File: config.mk
export PLATFORM = sky130hd
export DESIGN_NAME = vx_writeback_arb
export DESIGN_NICKNAME = d
export VERILOG_FILES = /design/src/rtl/vx_writeback_arb.sv
export SDC_FILE = /design/constraint.sdc
export NUM_CORES = 1
export LEC_CHECK = 0
export ABC_CLOCK_PERIOD_IN_PS = 7300
export BUFFER_PORTS_ARGS = -buffer_cell sky130_fd_sc_hd__buf_2
export CAP_MARGIN = 30
export CORE_AREA = 2 2 352 354
export DETAILED_ROUTE_END_ITERATION = 8
export DIE_AREA = 0 0 354 356
export PLACE_DENSITY = 0.46
export SLEW_MARGIN = 10
export SYNTH_ARGS = -nofsm -noshare
export SYNTH_HDL_FRONTEND = slang
export SYNTH_SLANG_ARGS = --single-unit
File: constraint.sdc
create_clock -name clk -period 7.3 [get_ports clk]
set_clock_uncertainty 0.1 [all_clocks]
set_input_delay 0.73 -clock clk [delete_from_list [all_inputs] [get_ports clk]]
set_output_delay 0.73 -clock clk [all_outputs]
set_load 0.02 [all_outputs]
File: src/rtl/vx_writeback_arb.sv
// Writeback arbiter: merges the per-unit commit streams (ALU, LD, CSR, GPU)
// into the single register-file writeback port. Writing commits are granted
// round-robin into a registered main+skid output stage; commits that do not
// write a register are retired in place and never reach the output.
module vx_writeback_arb #(
    parameter int NUM_REQS    = 4,
    parameter int NUM_THREADS = 4,
    parameter int NW_BITS     = 2,
    parameter int NR_BITS     = 5
) (
    input  logic                              clk,
    input  logic                              reset,
    input  logic [NUM_REQS-1:0]               cmt_valid,
    output logic [NUM_REQS-1:0]               cmt_ready,
    input  logic [NUM_REQS*NW_BITS-1:0]       cmt_wid,
    input  logic [NUM_REQS*NUM_THREADS-1:0]   cmt_tmask,
    input  logic [NUM_REQS*32-1:0]            cmt_pc,
    input  logic [NUM_REQS*NR_BITS-1:0]       cmt_rd,
    input  logic [NUM_REQS-1:0]               cmt_wb,
    input  logic [NUM_REQS*NUM_THREADS*32-1:0] cmt_data,
    input  logic [NUM_REQS-1:0]               cmt_eop,
    output logic                              wb_valid,
    input  logic                              wb_ready,
    output logic [NW_BITS-1:0]                wb_wid,
    output logic [NUM_THREADS-1:0]            wb_tmask,
    output logic [31:0]                       wb_pc,
    output logic [NR_BITS-1:0]                wb_rd,
    output logic [NUM_THREADS*32-1:0]         wb_data,
    output logic                              wb_eop,
    output logic [31:0]                       wb_count
);

    localparam int RR_W = (NUM_REQS > 1) ? $clog2(NUM_REQS) : 1;
    localparam logic [RR_W:0]   NUM_REQS_W = (RR_W+1)'(NUM_REQS);
    localparam logic [RR_W-1:0] LAST_IDX   = RR_W'(NUM_REQS - 1);

    typedef struct packed {
        logic [NW_BITS-1:0]        wid;
        logic [NUM_THREADS-1:0]    tmask;
        logic [31:0]               pc;
        logic [NR_BITS-1:0]        rd;
        logic [NUM_THREADS*32-1:0] data;
        logic                      eop;
    } wb_entry_t;

    logic [RR_W-1:0]     rr_q, rr_d;
    logic                main_valid_q, main_valid_d;
    wb_entry_t           main_q, main_d;
    logic                skid_valid_q, skid_valid_d;
    wb_entry_t           skid_q, skid_d;
    logic [31:0]         wb_count_q, wb_count_d;

    logic [NUM_REQS-1:0] cand;
    logic                can_accept;
    logic                grant_valid;
    logic [RR_W-1:0]     grant_idx;
    wb_entry_t           new_entry;
    logic                drain;

    // Only the skid register gates acceptance, so wb_ready never reaches cmt_ready.
    assign can_accept = !skid_valid_q;
    assign drain      = main_valid_q & wb_ready;

    // Round-robin pick: first writing candidate at or after the pointer.
    always_comb begin
        logic [RR_W:0]   sum;
        logic [RR_W-1:0] idx;
        logic            found;
        // NOTE: every always_comb output gets a default first so no path leaves it unassigned (no latch).
        sum       = '0;
        idx       = '0;
        found     = 1'b0;
        grant_idx = '0;
        cand      = cmt_valid & cmt_wb;
        for (int off = 0; off < NUM_REQS; off++) begin
            sum = {1'b0, rr_q} + (RR_W+1)'(off);
            if (sum >= NUM_REQS_W) begin
                sum = sum - NUM_REQS_W;
            end
            idx = sum[RR_W-1:0];
            for (int i = 0; i < NUM_REQS; i++) begin
                if (!found && (idx == RR_W'(i)) && cand[i]) begin
                    found     = 1'b1;
                    grant_idx = idx;
                end
            end
        end
        grant_valid = found & can_accept;
    end

    // Payload mux for the granted input.
    always_comb begin
        new_entry = '0;
        for (int i = 0; i < NUM_REQS; i++) begin
            if (grant_idx == RR_W'(i)) begin
                new_entry.wid   = cmt_wid[i*NW_BITS +: NW_BITS];
                new_entry.tmask = cmt_tmask[i*NUM_THREADS +: NUM_THREADS];
                new_entry.pc    = cmt_pc[i*32 +: 32];
                new_entry.rd    = cmt_rd[i*NR_BITS +: NR_BITS];
                new_entry.data  = cmt_data[i*NUM_THREADS*32 +: NUM_THREADS*32];
                new_entry.eop   = cmt_eop[i];
            end
        end
    end

    // Per-input accept: non-writing commits always retire, writers only when granted.
    always_comb begin
        cmt_ready = '0;
        for (int i = 0; i < NUM_REQS; i++) begin
            cmt_ready[i] = reset & ((cmt_valid[i] & ~cmt_wb[i])
                                  | (grant_valid & (grant_idx == RR_W'(i))));
        end
    end

    // Pointer advances past the winner on every grant.
    always_comb begin
        rr_d = rr_q;
        if (grant_valid) begin
            rr_d = (grant_idx == LAST_IDX) ? '0 : grant_idx + RR_W'(1);
        end
    end

    // Main/skid next state: skid refills main on a drain, new grants fill main first.
    always_comb begin
        main_valid_d = main_valid_q;
        main_d       = main_q;
        skid_valid_d = skid_valid_q;
        skid_d       = skid_q;
        wb_count_d   = wb_count_q;
        if (drain) begin
            wb_count_d = wb_count_q + 32'd1;
            if (skid_valid_q) begin
                main_d       = skid_q;
                skid_valid_d = 1'b0;
            end else if (grant_valid) begin
                main_d = new_entry;
            end else begin
                main_valid_d = 1'b0;
            end
        end else if (grant_valid) begin
            if (!main_valid_q) begin
                main_d       = new_entry;
                main_valid_d = 1'b1;
            end else begin
                skid_d       = new_entry;
                skid_valid_d = 1'b1;
            end
        end
    end

    // State registers; reset drops any buffered entry and clears the visible outputs.
    always_ff @(posedge clk or negedge reset) begin
        // NOTE: payload registers are reset too because the outputs must read zero out of reset.
        if (!reset) begin
            rr_q         <= '0;
            main_valid_q <= 1'b0;
            main_q       <= '0;
            skid_valid_q <= 1'b0;
            skid_q       <= '0;
            wb_count_q   <= '0;
        end else begin
            // NOTE: non-blocking assignments so every flop samples pre-edge values.
            rr_q         <= rr_d;
            main_valid_q <= main_valid_d;
            main_q       <= main_d;
            skid_valid_q <= skid_valid_d;
            skid_q       <= skid_d;
            wb_count_q   <= wb_count_d;
        end
    end

    assign wb_valid = main_valid_q;
    assign wb_wid   = main_q.wid;
    assign wb_tmask = main_q.tmask;
    assign wb_pc    = main_q.pc;
    assign wb_rd    = main_q.rd;
    assign wb_data  = main_q.data;
    assign wb_eop   = main_q.eop;
    assign wb_count = wb_count_q;

endmodule

==> flow_metrics.env <==
export IMPL_setup_violations=0
export IMPL_antenna_left=0
export IMPL_finalWirelength_mm=121.6
export IMPL_seq_area_frac_synth=0.4230
export IMPL_path_class="flop to primary output"
export IMPL_path_cells="inv_1 -> ha_1 -> inv_1 -> a2111oi_2 -> or4b_4 -> nor2_1 -> a221oi_1 -> ha_4 -> buf_12 -> a31o_2 -> buf_2"
export IMPL_dp_hpwl_mm=89.45
export IMPL_cts_root_buffer="clkbuf_16"
export IMPL_synth_area_um2=22480
export IMPL_p_comb_frac=0.685
export IMPL_run_status="finished clean"
export IMPL_tns_ps=0
export IMPL_p_seq_frac=0.180
export IMPL_antenna_found_initial=46
export IMPL_path_max_fanout=132
export IMPL_overflow=0
export IMPL_critPathCaptureType="primary output"
export IMPL_slowest_delay_ps=600
export IMPL_slew_viol_final=0
export IMPL_synth_compound_area_frac=0.3619
export IMPL_ys_types=46
export IMPL_place_ws_ps=2029
export IMPL_initial_core_util=0.1832
export IMPL_cp_common_cell="inv_1"
export IMPL_avgSynthCellArea_um2=8.777
export IMPL_via_per_inst=4.787
export IMPL_fmax_mhz=193.0
export IMPL_period_minus_slack_ps=5182
export IMPL_drcViolationCount=0
export IMPL_grt_pass1_wl_mm=171.0
export IMPL_track_usage=0.1836
export IMPL_globalplace_congestion=0.8902
export IMPL_h_tree_depth=2
export IMPL_clk_pin_slew_ps=60
export IMPL_power_switching_mw=10.23
export IMPL_ys_ff_latch=380
export IMPL_grt_start_max_net_pins=172
export IMPL_final_hold_viol_count=0
export IMPL_relSlewSlack=0.3587
export IMPL_synthAdderAreaFrac=0.007236
export IMPL_fp_row_count=129
export IMPL_setup_ws_ps=2118
export IMPL_die_x_um=354
export IMPL_cts_resized=0
export IMPL_yosys_area_top_type="dfrtp_1"
export IMPL_ys_warn_count=0
export IMPL_rsz0062_at_grt="no"
export IMPL_crit_path_top_delay_cell="a221oi_1"
export IMPL_fin_area_um2=30320
export IMPL_yosys_mux_area_fraction=0.001503
export IMPL_tightest_slew_ps=961.9
export IMPL_synth_edf_count=0
export IMPL_ir_drop_uv=403.2
export IMPL_first_global_vias=23170
export IMPL_io_buffers=907
export IMPL_synth_xor_area_frac=0.01208
export IMPL_coreArea_um2=122700
export IMPL_dpl_instance_area_um2=28440
export IMPL_critical_path_top_delay_family="compound AO/OA/AOI/OAI gates"
export IMPL_p_per_area_nw_per_um2=649.2
export IMPL_wl_per_cell_um=24.48
export IMPL_maxCapViolCount=0
export IMPL_drive_gt1_frac=0.3196
export IMPL_synthFlopType="dfrtp_1"
export IMPL_fin_nets=3992
export IMPL_synth_fp_nets=3273
export IMPL_min_period_over_period=0.7099
export IMPL_switching_share=0.5199
export IMPL_cts_tree="yes"
export IMPL_post_cts_buffers=0
export IMPL_die_area_um2=126000
export IMPL_dr_pass1_iters=6
export IMPL_clk_insertion_delay_late_ps=620
export IMPL_cp_arrival_ps=4350
export IMPL_p_int_mw=9.450
export IMPL_synthArstFlopShare=1.000
export IMPL_synth_simple_area_share=0.1107
export IMPL_fp_dieH_um=356
export IMPL_p_leak_nw=14.16
export IMPL_worstSetupStartpointType="flop"
export IMPL_vias=23780
export IMPL_hp_class="input pin to flop"
export IMPL_synth_area_leaders="dfrtp_1, a22o_1, a21oi_1"
export IMPL_critPathBufInv=4
export IMPL_clock_sinks=380
export IMPL_cts_buffer_depth=3
export IMPL_synth_top_family_by_area="compound AO/OA/AOI/OAI gates"
export IMPL_synthCells=2561
export IMPL_numCtsBuffers=51
export IMPL_io_pin_count=908
export IMPL_drt_iter0_drc=1649
export IMPL_power_share_clock=0.135
export IMPL_critical_path_required_ps=6470
export IMPL_syn_to_final_growth_pct=34.88
export IMPL_synth_top_area_frac=0.4230
-- layer usage --
| layer | GRT usage | vias up | part of all wire |
|---|---|---|---|
| li1 | - | 10990 | - |
| met1 | 0.2146 | 11670 | 0.39 |
| met2 | 0.3335 | 908 | 0.52 |
| met3 | 0.04881 | 172 | 0.069 |
| met4 | 0.04025 | 42 | 0.022 |
| met5 | 0 | - | 0.0022 |
-- synth_stat cells, drive strengths merged (16+ instances only) --
cell type / number
buf: 61
clkbuf: 225
dfrtp: 380
nor2: 188
xnor2: 24
a22o: 343
o21ai: 175
a21oi: 519
nand3b: 172
a221oi: 174
inv: 181
nand2: 16
nand3: 25
-- flip-flops by register name, summed over array words and instances (netlist names) --
register      flops
skid_q          172
wb_data         128
wb_count         32
wb_pc            32
wb_rd             5
wb_tmask          4
rr_q              2
wb_wid            2
skid_valid_q      1
wb_eop            1
wb_valid          1
-- cell type report --
class                      instances  area (µm²)
clock buffer                      73        1490
multi-input combinational       1714       11200
sequential                       380        9509
timing repair buffer             952        5087
antenna                           11       27.53
inverter                         181       679.4
clock inverter                    20       280.3
tap                             1637        2048
fill                           13490       92350
-- placed cells by master, fill, tap and decap left out, types with 2 or more instances in the layout --
cell / n
inv_1: 181
diode_2: 11
buf_2: 906
nand2_1: 14
and3b_1: 4
clkbuf_8: 11
ha_1: 9
or2_2: 2
mux2_2: 3
nor2_1: 187
nand2_4: 2
nand3_1: 23
and3_1: 6
dfrtp_1: 380
buf_16: 3
nand2b_1: 2
nand3b_1: 172
xor2_1: 7
ha_4: 4
o21ai_0: 175
clkinvlp_4: 3
a21oi_1: 519
bufinv_16: 6
clkbuf_1: 10
and2_1: 4
buf_12: 11
nor3_1: 5
buf_4: 30
clkinv_4: 2
nand4_1: 7
a31o_2: 4
a221oi_1: 174
clkbuf_16: 52
clkinv_2: 7
xnor2_1: 24
nand3_2: 2
a22o_1: 343
-- path summary, 6_finish.rpt --
path                                      to  cells after the start        start  slack (ps)
min in group asynchronous         skid_q[98]                      2        reset         430
worst min-delay path            skid_valid_q                      2     wb_ready         240
max in group asynchronous        wb_data[67]                      4        reset        4900
worst min register to register   wb_count[3]                      1  wb_count[3]         390
worst max register to register   wb_data[37]                     15      rr_q[0]        2170
worst max-delay path            cmt_ready[1]                     11      rr_q[0]        2120
-- power groups by stage --
stage / registers (mW) / clock network (mW) / logic (mW)
floorplan: 4.01 / 0 / 8.47
global placement: 3.55 / 0 / 13.5
detailed placement: 3.56 / 0 / 13.6
CTS: 3.54 / 2.76 / 13.7
global route: 3.65 / 2.84 / 14.8
finish: 3.54 / 2.67 / 13.5
-- metrics by stage --
step / std cells / total power [mW] / hold slack [ps] / util
after global placement: 4859 / 17.05 / 376.1 / 0.2316
after CTS: 4954 / 19.99 / 176.0 / 0.2463
after global routing: 4963 / 21.30 / 209.7 / 0.2471
after detailed placement: 4860 / 17.20 / 373.8 / 0.2318
after floorplan: 2561 / 12.48 / 334.4 / -
final: 4968 / 19.68 / 240.1 / 0.2472
-- cells by family after synthesis --
kind of cell	Yosys count
simple gates	441
buf+inv	467
flops	380
compound gates	1226
fa+ha+maj	13
mux	3
xor+xnor	31
-- repair_timing --
item / CTS / global route
hold buffers: 1 / 0
hold endpoints to repair: 2 / 0
endpoints found under the setup margin: 0 / 0
Note: power is estimated with default switching activity, not from simulation.
